$ cat config.mk
export PLATFORM = sky130hd
export DESIGN_NAME = lsu_stage
export DESIGN_NICKNAME = d
export VERILOG_FILES = /design/src/rtl/lsu_stage.sv
export SDC_FILE = /design/constraint.sdc
export NUM_CORES = 1
export LEC_CHECK = 0
export BUFFER_PORTS_ARGS = -buffer_cell sky130_fd_sc_hd__buf_2
export CAP_MARGIN = 20
export CELL_PAD_IN_SITES_DETAIL_PLACEMENT = 0
export CELL_PAD_IN_SITES_GLOBAL_PLACEMENT = 2
export CORE_MARGIN = 2
export CORE_UTILIZATION = 28
export DETAILED_ROUTE_END_ITERATION = 16
export PLACE_DENSITY = 0.88
export SLEW_MARGIN = 25
export SYNTH_ARGS = -nofsm -noshare
export SYNTH_HDL_FRONTEND = slang
export SYNTH_SLANG_ARGS = --single-unit
$ cat constraint.sdc
create_clock -name clk -period 2.06 [get_ports clk]
set_input_delay 0.103 -clock clk [delete_from_list [all_inputs] [get_ports clk]]
set_output_delay 0.103 -clock clk [all_outputs]
set_load 0.01 [all_outputs]
$ cat src/rtl/lsu_stage.sv
// lsu_stage: load/store unit behind the issue stage.
// Takes one memory uop per dispatch and forms the effective address base+imm.
// Runs a single access on the req/gnt/rvalid data port.
// Formats load data and returns it on the writeback bus as a one-cycle pulse.
// Optional feature: define LSU_MISALIGN_EXC_EN to trap misaligned H/W accesses
// with an exception pulse. The access is then never issued.
//
// state | meaning
// ------+-----------------------------------------------------------
// IDLE  | ready for a new uop, no back-pressure
// REQ   | request on the bus, address/lanes held until granted
// WAIT  | load granted, waiting for rvalid to write back
// DRAIN | load killed after grant, swallow its rvalid silently
// EXC   | (LSU_MISALIGN_EXC_EN only) exception pulse cycle
module lsu_stage #(
    parameter int XLEN    = 32,
    parameter int DMEM_AW = 32
) (
    input  logic               clk,
    input  logic               rst_n,
    input  logic               i_valid,
    input  logic               i_is_store,
    input  logic [2:0]         i_funct3,
    input  logic [4:0]         i_rd,
    input  logic [XLEN-1:0]    i_imm,
    input  logic [XLEN-1:0]    i_addr_base,
    input  logic [XLEN-1:0]    i_store_data,
    input  logic               i_flush,
    output logic               o_stall,
    output logic               o_dmem_req,
    output logic               o_dmem_we,
    output logic [DMEM_AW-1:0] o_dmem_addr,
    output logic [3:0]         o_dmem_be,
    output logic [XLEN-1:0]    o_dmem_wdata,
    input  logic               i_dmem_gnt,
    input  logic               i_dmem_rvalid,
    input  logic [XLEN-1:0]    i_dmem_rdata,
`ifdef LSU_MISALIGN_EXC_EN
    output logic               o_exc_valid,
    output logic [3:0]         o_exc_cause,
    output logic [XLEN-1:0]    o_exc_addr,
`endif
    output logic               o_wb_valid,
    output logic [4:0]         o_wb_rd,
    output logic [XLEN-1:0]    o_wb_data
);

    typedef enum logic [2:0] {
        S_IDLE,
        S_REQ,
        S_WAIT,
`ifdef LSU_MISALIGN_EXC_EN
        S_EXC,
`endif
        S_DRAIN
    } state_t;

    state_t          state_q, state_d;
    logic [XLEN-1:0] ea;
    logic            accept;
    logic            wb_fire;
    logic [3:0]      be_new;
    logic [XLEN-1:0] wdata_new;
    logic [XLEN-1:0] fmt;
    logic [2:0]      f3_q;
    logic [4:0]      rd_q;
    logic [1:0]      off_q;

    assign ea      = i_addr_base + i_imm;
    assign accept  = (state_q == S_IDLE) && i_valid && !i_flush;
    // A flush that lands together with rvalid kills the writeback; the data is already back.
    assign wb_fire = (state_q == S_WAIT) && i_dmem_rvalid && !i_flush;

`ifdef LSU_MISALIGN_EXC_EN
    logic misaligned;
    assign misaligned = ((i_funct3[1:0] == 2'b01) && ea[0]) ||
                        (i_funct3[1] && (ea[1:0] != 2'b00));
`endif

    // Store lane enables and replicated write data for the uop being accepted
    always_comb begin
        be_new    = 4'b1111;
        wdata_new = i_store_data;
        case (i_funct3[1:0])
            2'b00: begin
                be_new    = 4'b0001 << ea[1:0];
                wdata_new = {4{i_store_data[7:0]}};
            end
            2'b01: begin
                be_new    = 4'b0011 << {ea[1], 1'b0};
                wdata_new = {2{i_store_data[15:0]}};
            end
            default: ;
        endcase
        if (!i_is_store) be_new = 4'b1111;
    end

    // Load data alignment and sign/zero extension
    always_comb begin
        fmt = i_dmem_rdata;
        case (f3_q)
            3'b000: fmt = {{24{i_dmem_rdata[{off_q, 3'b111}]}}, i_dmem_rdata[{off_q, 3'b000} +: 8]};
            3'b100: fmt = {24'b0, i_dmem_rdata[{off_q, 3'b000} +: 8]};
            3'b001: fmt = {{16{i_dmem_rdata[{off_q[1], 4'b1111}]}}, i_dmem_rdata[{off_q[1], 4'b0000} +: 16]};
            3'b101: fmt = {16'b0, i_dmem_rdata[{off_q[1], 4'b0000} +: 16]};
            default: fmt = i_dmem_rdata;
        endcase
    end

    // State register
    always_ff @(posedge clk or negedge rst_n) begin
        if (!rst_n) state_q <= S_IDLE;
        else        state_q <= state_d;
    end

    // Next-state decode, request and back-pressure
    always_comb begin
        state_d    = state_q;
        o_stall    = (state_q != S_IDLE);
        o_dmem_req = (state_q == S_REQ);
        case (state_q)
            S_IDLE: begin
                if (accept) begin
`ifdef LSU_MISALIGN_EXC_EN
                    state_d = misaligned ? S_EXC : S_REQ;
`else
                    state_d = S_REQ;
`endif
                end
            end
            S_REQ: begin
                // Once granted the access completes on the bus; a flush only suppresses writeback.
                if (i_dmem_gnt)   state_d = o_dmem_we ? S_IDLE : (i_flush ? S_DRAIN : S_WAIT);
                else if (i_flush) state_d = S_IDLE;
            end
            S_WAIT: begin
                if (i_dmem_rvalid) state_d = S_IDLE;
                else if (i_flush)  state_d = S_DRAIN;
            end
            S_DRAIN: begin
                if (i_dmem_rvalid) state_d = S_IDLE;
            end
`ifdef LSU_MISALIGN_EXC_EN
            S_EXC:   state_d = S_IDLE;
`endif
            default: state_d = S_IDLE;
        endcase
    end

    // Capture the uop and its bus image at accept; held stable through REQ
    always_ff @(posedge clk or negedge rst_n) begin
        if (!rst_n) begin
            o_dmem_we    <= 1'b0;
            o_dmem_addr  <= '0;
            o_dmem_be    <= 4'b0000;
            o_dmem_wdata <= '0;
            f3_q         <= 3'b000;
            rd_q         <= 5'd0;
            off_q        <= 2'b00;
        end else if (accept) begin
            o_dmem_we    <= i_is_store;
            o_dmem_addr  <= {ea[DMEM_AW-1:2], 2'b00};
            o_dmem_be    <= be_new;
            o_dmem_wdata <= wdata_new;
            f3_q         <= i_funct3;
            rd_q         <= i_rd;
            off_q        <= ea[1:0];
        end
    end

    // Writeback pulse; x0 destinations still access memory but never write back
    always_ff @(posedge clk or negedge rst_n) begin
        if (!rst_n) begin
            o_wb_valid <= 1'b0;
            o_wb_rd    <= 5'd0;
            o_wb_data  <= '0;
        end else begin
            o_wb_valid <= wb_fire && (rd_q != 5'd0);
            if (wb_fire) begin
                o_wb_rd   <= rd_q;
                o_wb_data <= fmt;
            end
        end
    end

`ifdef LSU_MISALIGN_EXC_EN
    // Misalignment exception pulse in the cycle after accept
    always_ff @(posedge clk or negedge rst_n) begin
        if (!rst_n) begin
            o_exc_valid <= 1'b0;
            o_exc_cause <= 4'd0;
            o_exc_addr  <= '0;
        end else begin
            o_exc_valid <= accept && misaligned;
            if (accept && misaligned) begin
                o_exc_cause <= i_is_store ? 4'd6 : 4'd4;
                o_exc_addr  <= ea;
            end
        end
    end
`endif

endmodule
Yosys cells after proc, flatten, opt, wreduce, memory -nomap -nowiden:

Index checks and enable logic that the tools add are counted.

* bits of input ports: 143
* logic and storage cells: 58
* register bits after elaboration: 118

* reductions and logical operators: 12
* order comparisons: 2
* equality and inequality tests: 11
* $add $sub $neg: 1
* shift-type cells: 4
* muxes and demuxes: 17

Operators by type and width (count)
* $pmux W32 S4: 1
* $pmux W32 S2: 1
* $add A32 B32 Y32: 1
* $shiftx A32 B6 Y16: 1
* $shiftx A32 B6 Y8: 1
* $mux W3: 6
* $lt A5 B6 Y1 const B: 2
* $pmux W3 S4: 1
* $pmux W4 S2: 1
* $eq A3 B1 Y1 const B: 2
* $eq A3 B2 Y1 const B: 2
* $eq A3 B3 Y1 const B: 2
* $logic_not A3 Y1: 2
* $logic_and A1 B1 Y1: 5
* $reduce_bool A5 Y1: 1
* $mux W1: 4
* $mux W4: 1
* $ne A2 B2 Y1 const B: 2
* $reduce_and A4 Y1: 1
* $shl A1 B2 Y4 const A: 1
* $shl A2 B2 Y4 const A: 1
* $ne A3 B2 Y1 const B: 1
* $ne A3 B3 Y1 const B: 1
* $reduce_bool A3 Y1: 1
* 5 further kinds: 5

Logic depth before layout (Yosys ltp):

* depth in word-level cells: 5
* depth in mapped cells: 12
* gate-level depth less buffers: 12

Least setup slack after synthesis:

No wires, ideal clock.

* path kind: input -> register
* start point: in i_imm[0]
* end point: reg o_dmem_addr[28]
* buffers on the path: 0
* cell stages on the path: 12
* arrival: 2164 ps
* setup time: 92 ps
* path slack: -196 ps
* cell sequence: ha_1 inv_1 fa_1 nor2b_1 o31a_1 o22ai_1 o21ai_2 a21o_1 a41o_1 o21a_1 o21a_1 o31ai_2

* longest elaborated chain between the ends: 1

Ends and longest elaborated chain
* start, declared: line 25 `input logic [XLEN-1:0] i_imm,`
* $add A32 B32 Y32: line 69 `assign ea = i_addr_base + i_imm;`
* end signal, assigned: line 162 `o_dmem_addr <= {ea[DMEM_AW-1:2], 2'b00};`
* end, declared: line 32 `output logic [DMEM_AW-1:0] o_dmem_addr,`

Every way passes these cells.
A chain may end at the register's enable or synchronous reset.

Worst setup path after layout:

Ends and elaborated chain as after synthesis.

==> results.txt <==
----------------------------------------------------
[Drt]
  Residual antenna-violating net count after detailed routing ... 0
  Post-detailed-route via-to-cell ratio ... about 4.6
  Wire length per cell ... around 15 um
  Iteration count of the initial detailed-routing pass ... 4
  Violation count after the first detailed-routing iteration ... 400
  Number of remaining DRC errors ... 0
  Wire length reported by the detailed router ... approximately 22,000 um
  Total via count after detailed routing ... around 6,800

[CTS]
  CTS tree ... done
  Clock latency of the later-clocked register in the worst-skew pair ... around 0.41 ns
  Total CTS buffers ... 17
  Clk sinks ... between 100 and 150
  Reg clk slew, reported paths ... 0.06 ns
  Count of H-tree levels built during CTS ... 4
  Maximum clock path buffer count ... 2
  Clock root buffer ... clkbuf_16

[Place]
  Hpwl dp ... approximately 17,000 um
  Final RePlAce weighted congestion ... 0.828
  Port Buf Inserts ... about 250

[Floorplanning]
  Die boundary width ... between 150 and 200 um
  Number of placement rows ... between 50 and 60
  Floorplan die area ... 0.0253 mm2
  Number of primary I/O pins ... 252
  Starting density of the core ... approximately 29%
  Core region area ... 0.0235 mm2
  Y dimension of the die ... approximately 160 um

[Worst setup path]
  Most frequent CP cell ... o21a_1
  Category of the most critical setup path ... in2reg
  Top fanout value on the critical path ... 3
  Endpoint class of the critical path ... flop
  Ordered list of cells on the worst path ... buf_2 > ha_2 > inv_2 > fa_2 > nor2b_2 > o31a_1 > o22ai_2 > o21ai_2 > a21o_1 > a41o_1 > o21a_1 > o21a_1 > o31ai_2
  Buf/Inv on CP ... 2
  Req. time, crit path ... around 2.4 ns
  Startpoint types ... primary input
  Worst path top cell family by delay ... compound AO/OA/AOI/OAI gates
  Slowest-stage cell, CP ... o31a_1
  Signal arrival time at the worst endpoint ... about 2.3 ns
  Delay contributed by the slowest stage of the critical path ... ~0.32 ns

[Global routing]
  Antenna violations before repair ... 3
  Via count of the first global-routing pass ... between 6,000 and 7,000
  Wire length of the first global-routing pass ... around 36,000 um
  Total track usage ... between 15 and 20%
  GRT overflow ... 0
  Largest net degree at the start of global routing ... just over 70

[Synthesis]
  Most area-consuming cells after synthesis ... dfrtp_1 (44%), nand2_1 (9.7%), o21ai_0 (7.5%), ha_1 (5.8%), a21oi_1 (4.9%)
  Share of synthesized registers carrying an async set or reset ... 100%
  Seq cells post-synth ... 117
  Gate count after technology mapping ... approximately 790
  Warnings from Yosys ... 0
  Post-synth design cell area ... 0.00672 mm2
  Number of enable-type register cells in the synthesized netlist ... 0
  Share of the synthesized area in the top cell type ... a little over two fifths
  Largest area contributor in the synthesized netlist ... dfrtp_1
  Library cells used by synthesis ... approximately 60
  Avg Synthesized Cell Area ... ~8.6 um2
  Commonest register cell after synthesis ... dfrtp_1
  Sequential share of the synthesized area ... a little over two fifths

[Worst hold path]
  HP Class ... in2reg

[Status]
  Outcome ... complete, no violations

[Timing]
  Fin crit period ... a little under 2 ns
  Setup repair after global routing missed its margin ... false
  Post-Route Hold Slack ... around 0.023 ns
  Final period utilization ... between 90% and 100%
  Slew Limit Fails ... 0
  Hold violation total from the final report ... 0
  Final setup skew ... roughly 0.011 ns
  Endpoints failing setup ... 0
  Worst-Margin Slew ... between 0.9 and 1 ns
  Maximum clock rate ... roughly 510 MHz
  Worst relative slew slack ... about two fifths

[Power and ir drop]
  Worst voltage drop across the vdd grid ... approximately 0.46 mV
  Power Density ... between 1000 and 1500 mW/mm2
  Leak Pwr ... 0.00512 uW

[Final layout]
  Util after Layout ... a little over two fifths
  Share of final-layout standard cells stronger than drive strength 1 ... around a third
  Most common cell after layout, fill and taps aside ... buf_2
  Layout overhead on the synthesized area ... 48.0%
  Most frequent cells in the layout ... buf_2 (248), nand2_1 (173), dfrtp_1 (117), o21ai_0 (96), buf_4 (72)
  Total number of nets in the final design ... 1,301

[Flow run]
  Maximum Capacitance Violations ... 0

----------------------------------------------------
## where the power goes
| part | internal [uW] | switching [uW] | total, uW | leakage (uW) |
|---|---|---|---|---|
| Combinational | 2060 | 2760 | 4820 | 0.00333 |
| Clock | 2060 | 1180 | 3230 | 0.000314 |
| Sequential | 3320 | 611 | 3930 | 0.00147 |
## stage by stage
| step | cells | setup slack, ns | TNS [ns] | total power, uW | cell area (um2) |
|---|---|---|---|---|---|
| after floorplan | 786 | -0.146 | -0.220 | 6540 | 6770 |
| after global placement | 1379 | -0.489 | -4.81 | 8670 | 8810 |
| after detailed placement | 1379 | -0.459 | -5.45 | 8740 | 8810 |
| after CTS | 1455 | 0.0225 | 0 | 12100 | 9890 |
| after global routing | 1461 | 0.00321 | 0 | 12900 | 9950 |
| final | 1461 | 0.104 | 0 | 12000 | 9950 |
## synthesized netlist by cell type, types with 2 or more instances
cell type / instances
xor2_1: 10
a211oi_1: 12
clkbuf_1: 36
nand4_1: 6
o21bai_1: 3
o41ai_1: 2
o21ai_1: 2
and3_1: 3
or2_2: 2
mux4_2: 2
xnor2_1: 15
or3_1: 4
ha_1: 31
a21oi_2: 2
a311oi_1: 2
buf_1: 6
nor3_1: 5
mux2i_1: 24
inv_1: 26
nor2_1: 32
nand3_1: 7
o21ai_0: 101
o22ai_1: 9
a21o_1: 19
nor2b_1: 13
nor3b_1: 3
o21a_1: 5
nand2_1: 173
dfrtp_1: 117
a21oi_1: 66
nand2b_1: 5
a31oi_1: 13
buf_4: 2
o31ai_1: 2
## what timing repair did
action                                 4_1_cts  5_1_grt
endpoints found under the hold margin      105        0
pin swaps                                    0        6
gates resized for setup                      1       12
setup endpoints to repair                    1       21
setup buffers                                0        3
hold buffers                                44        0
## logic make-up (layout without fill, tap and decap cells)
kind of cell	Yosys count	after routing	share of synthesized area, %
buffers and inverters	72	425	4.26
multiplexers	26	26	4.24
AND/OR/NAND/NOR	259	259	16.5
flip-flops	117	117	43.5
XOR/XNOR	25	25	3.26
AO/OA/AOI/OAI	253	253	22.0
adder cells (fa/ha/maj)	32	32	6.07
other	1	5	0.0558
## sequential cells by signal, indices dropped and copies added, names as in the netlist, 3 cells and up
name	count
f3_q	3
o_dmem_addr	30
o_dmem_be	4
o_dmem_wdata	32
o_wb_data	32
o_wb_rd	5
rd_q	5
## routing by layer
| layer | track usage (%) | wire length (um) |
|---|---|---|
| met5 | 0 | 0 |
| met2 | 28.9 | 10500 |
| met4 | 5.91 | 461 |
| met3 | 5.24 | 1470 |
| met1 | 23.0 | 9940 |
## final cells by class
class                           instances  area, um2
Sequential cell                       117       2930
Clock inverter                         15        213
Inverter                               26       97.6
Antenna cell                            3       7.51
Clock buffer                           17        425
Tap cell                              319        399
Fill cell                            2450      13600
Timing Repair Buffer                  367       2280
Multi-Input combinational cell        597       3600
## worst paths after layout
check	slack, ns	start	depth (start not counted)	endpoint
min reg2reg	0.47	o_dmem_wdata[0]	2	o_dmem_wdata[0]
max in group asynchronous	1.16	rst_n	3	off_q[0]
min	0.02	i_dmem_rdata[10]	3	o_wb_data[10]
min in group asynchronous	0.14	rst_n	2	o_wb_rd[2]
max reg2reg	0.21	off_q[1]	7	o_wb_data[14]
max	0.10	i_imm[0]	13	o_dmem_addr[28]
## tightest hold or removal path, cell delays in order
cell and delay (ns):
buf_2 0.10, a21oi_1 0.06, o21ai_0 0.13
No activity file was read; power rests on OpenSTA's default activity.
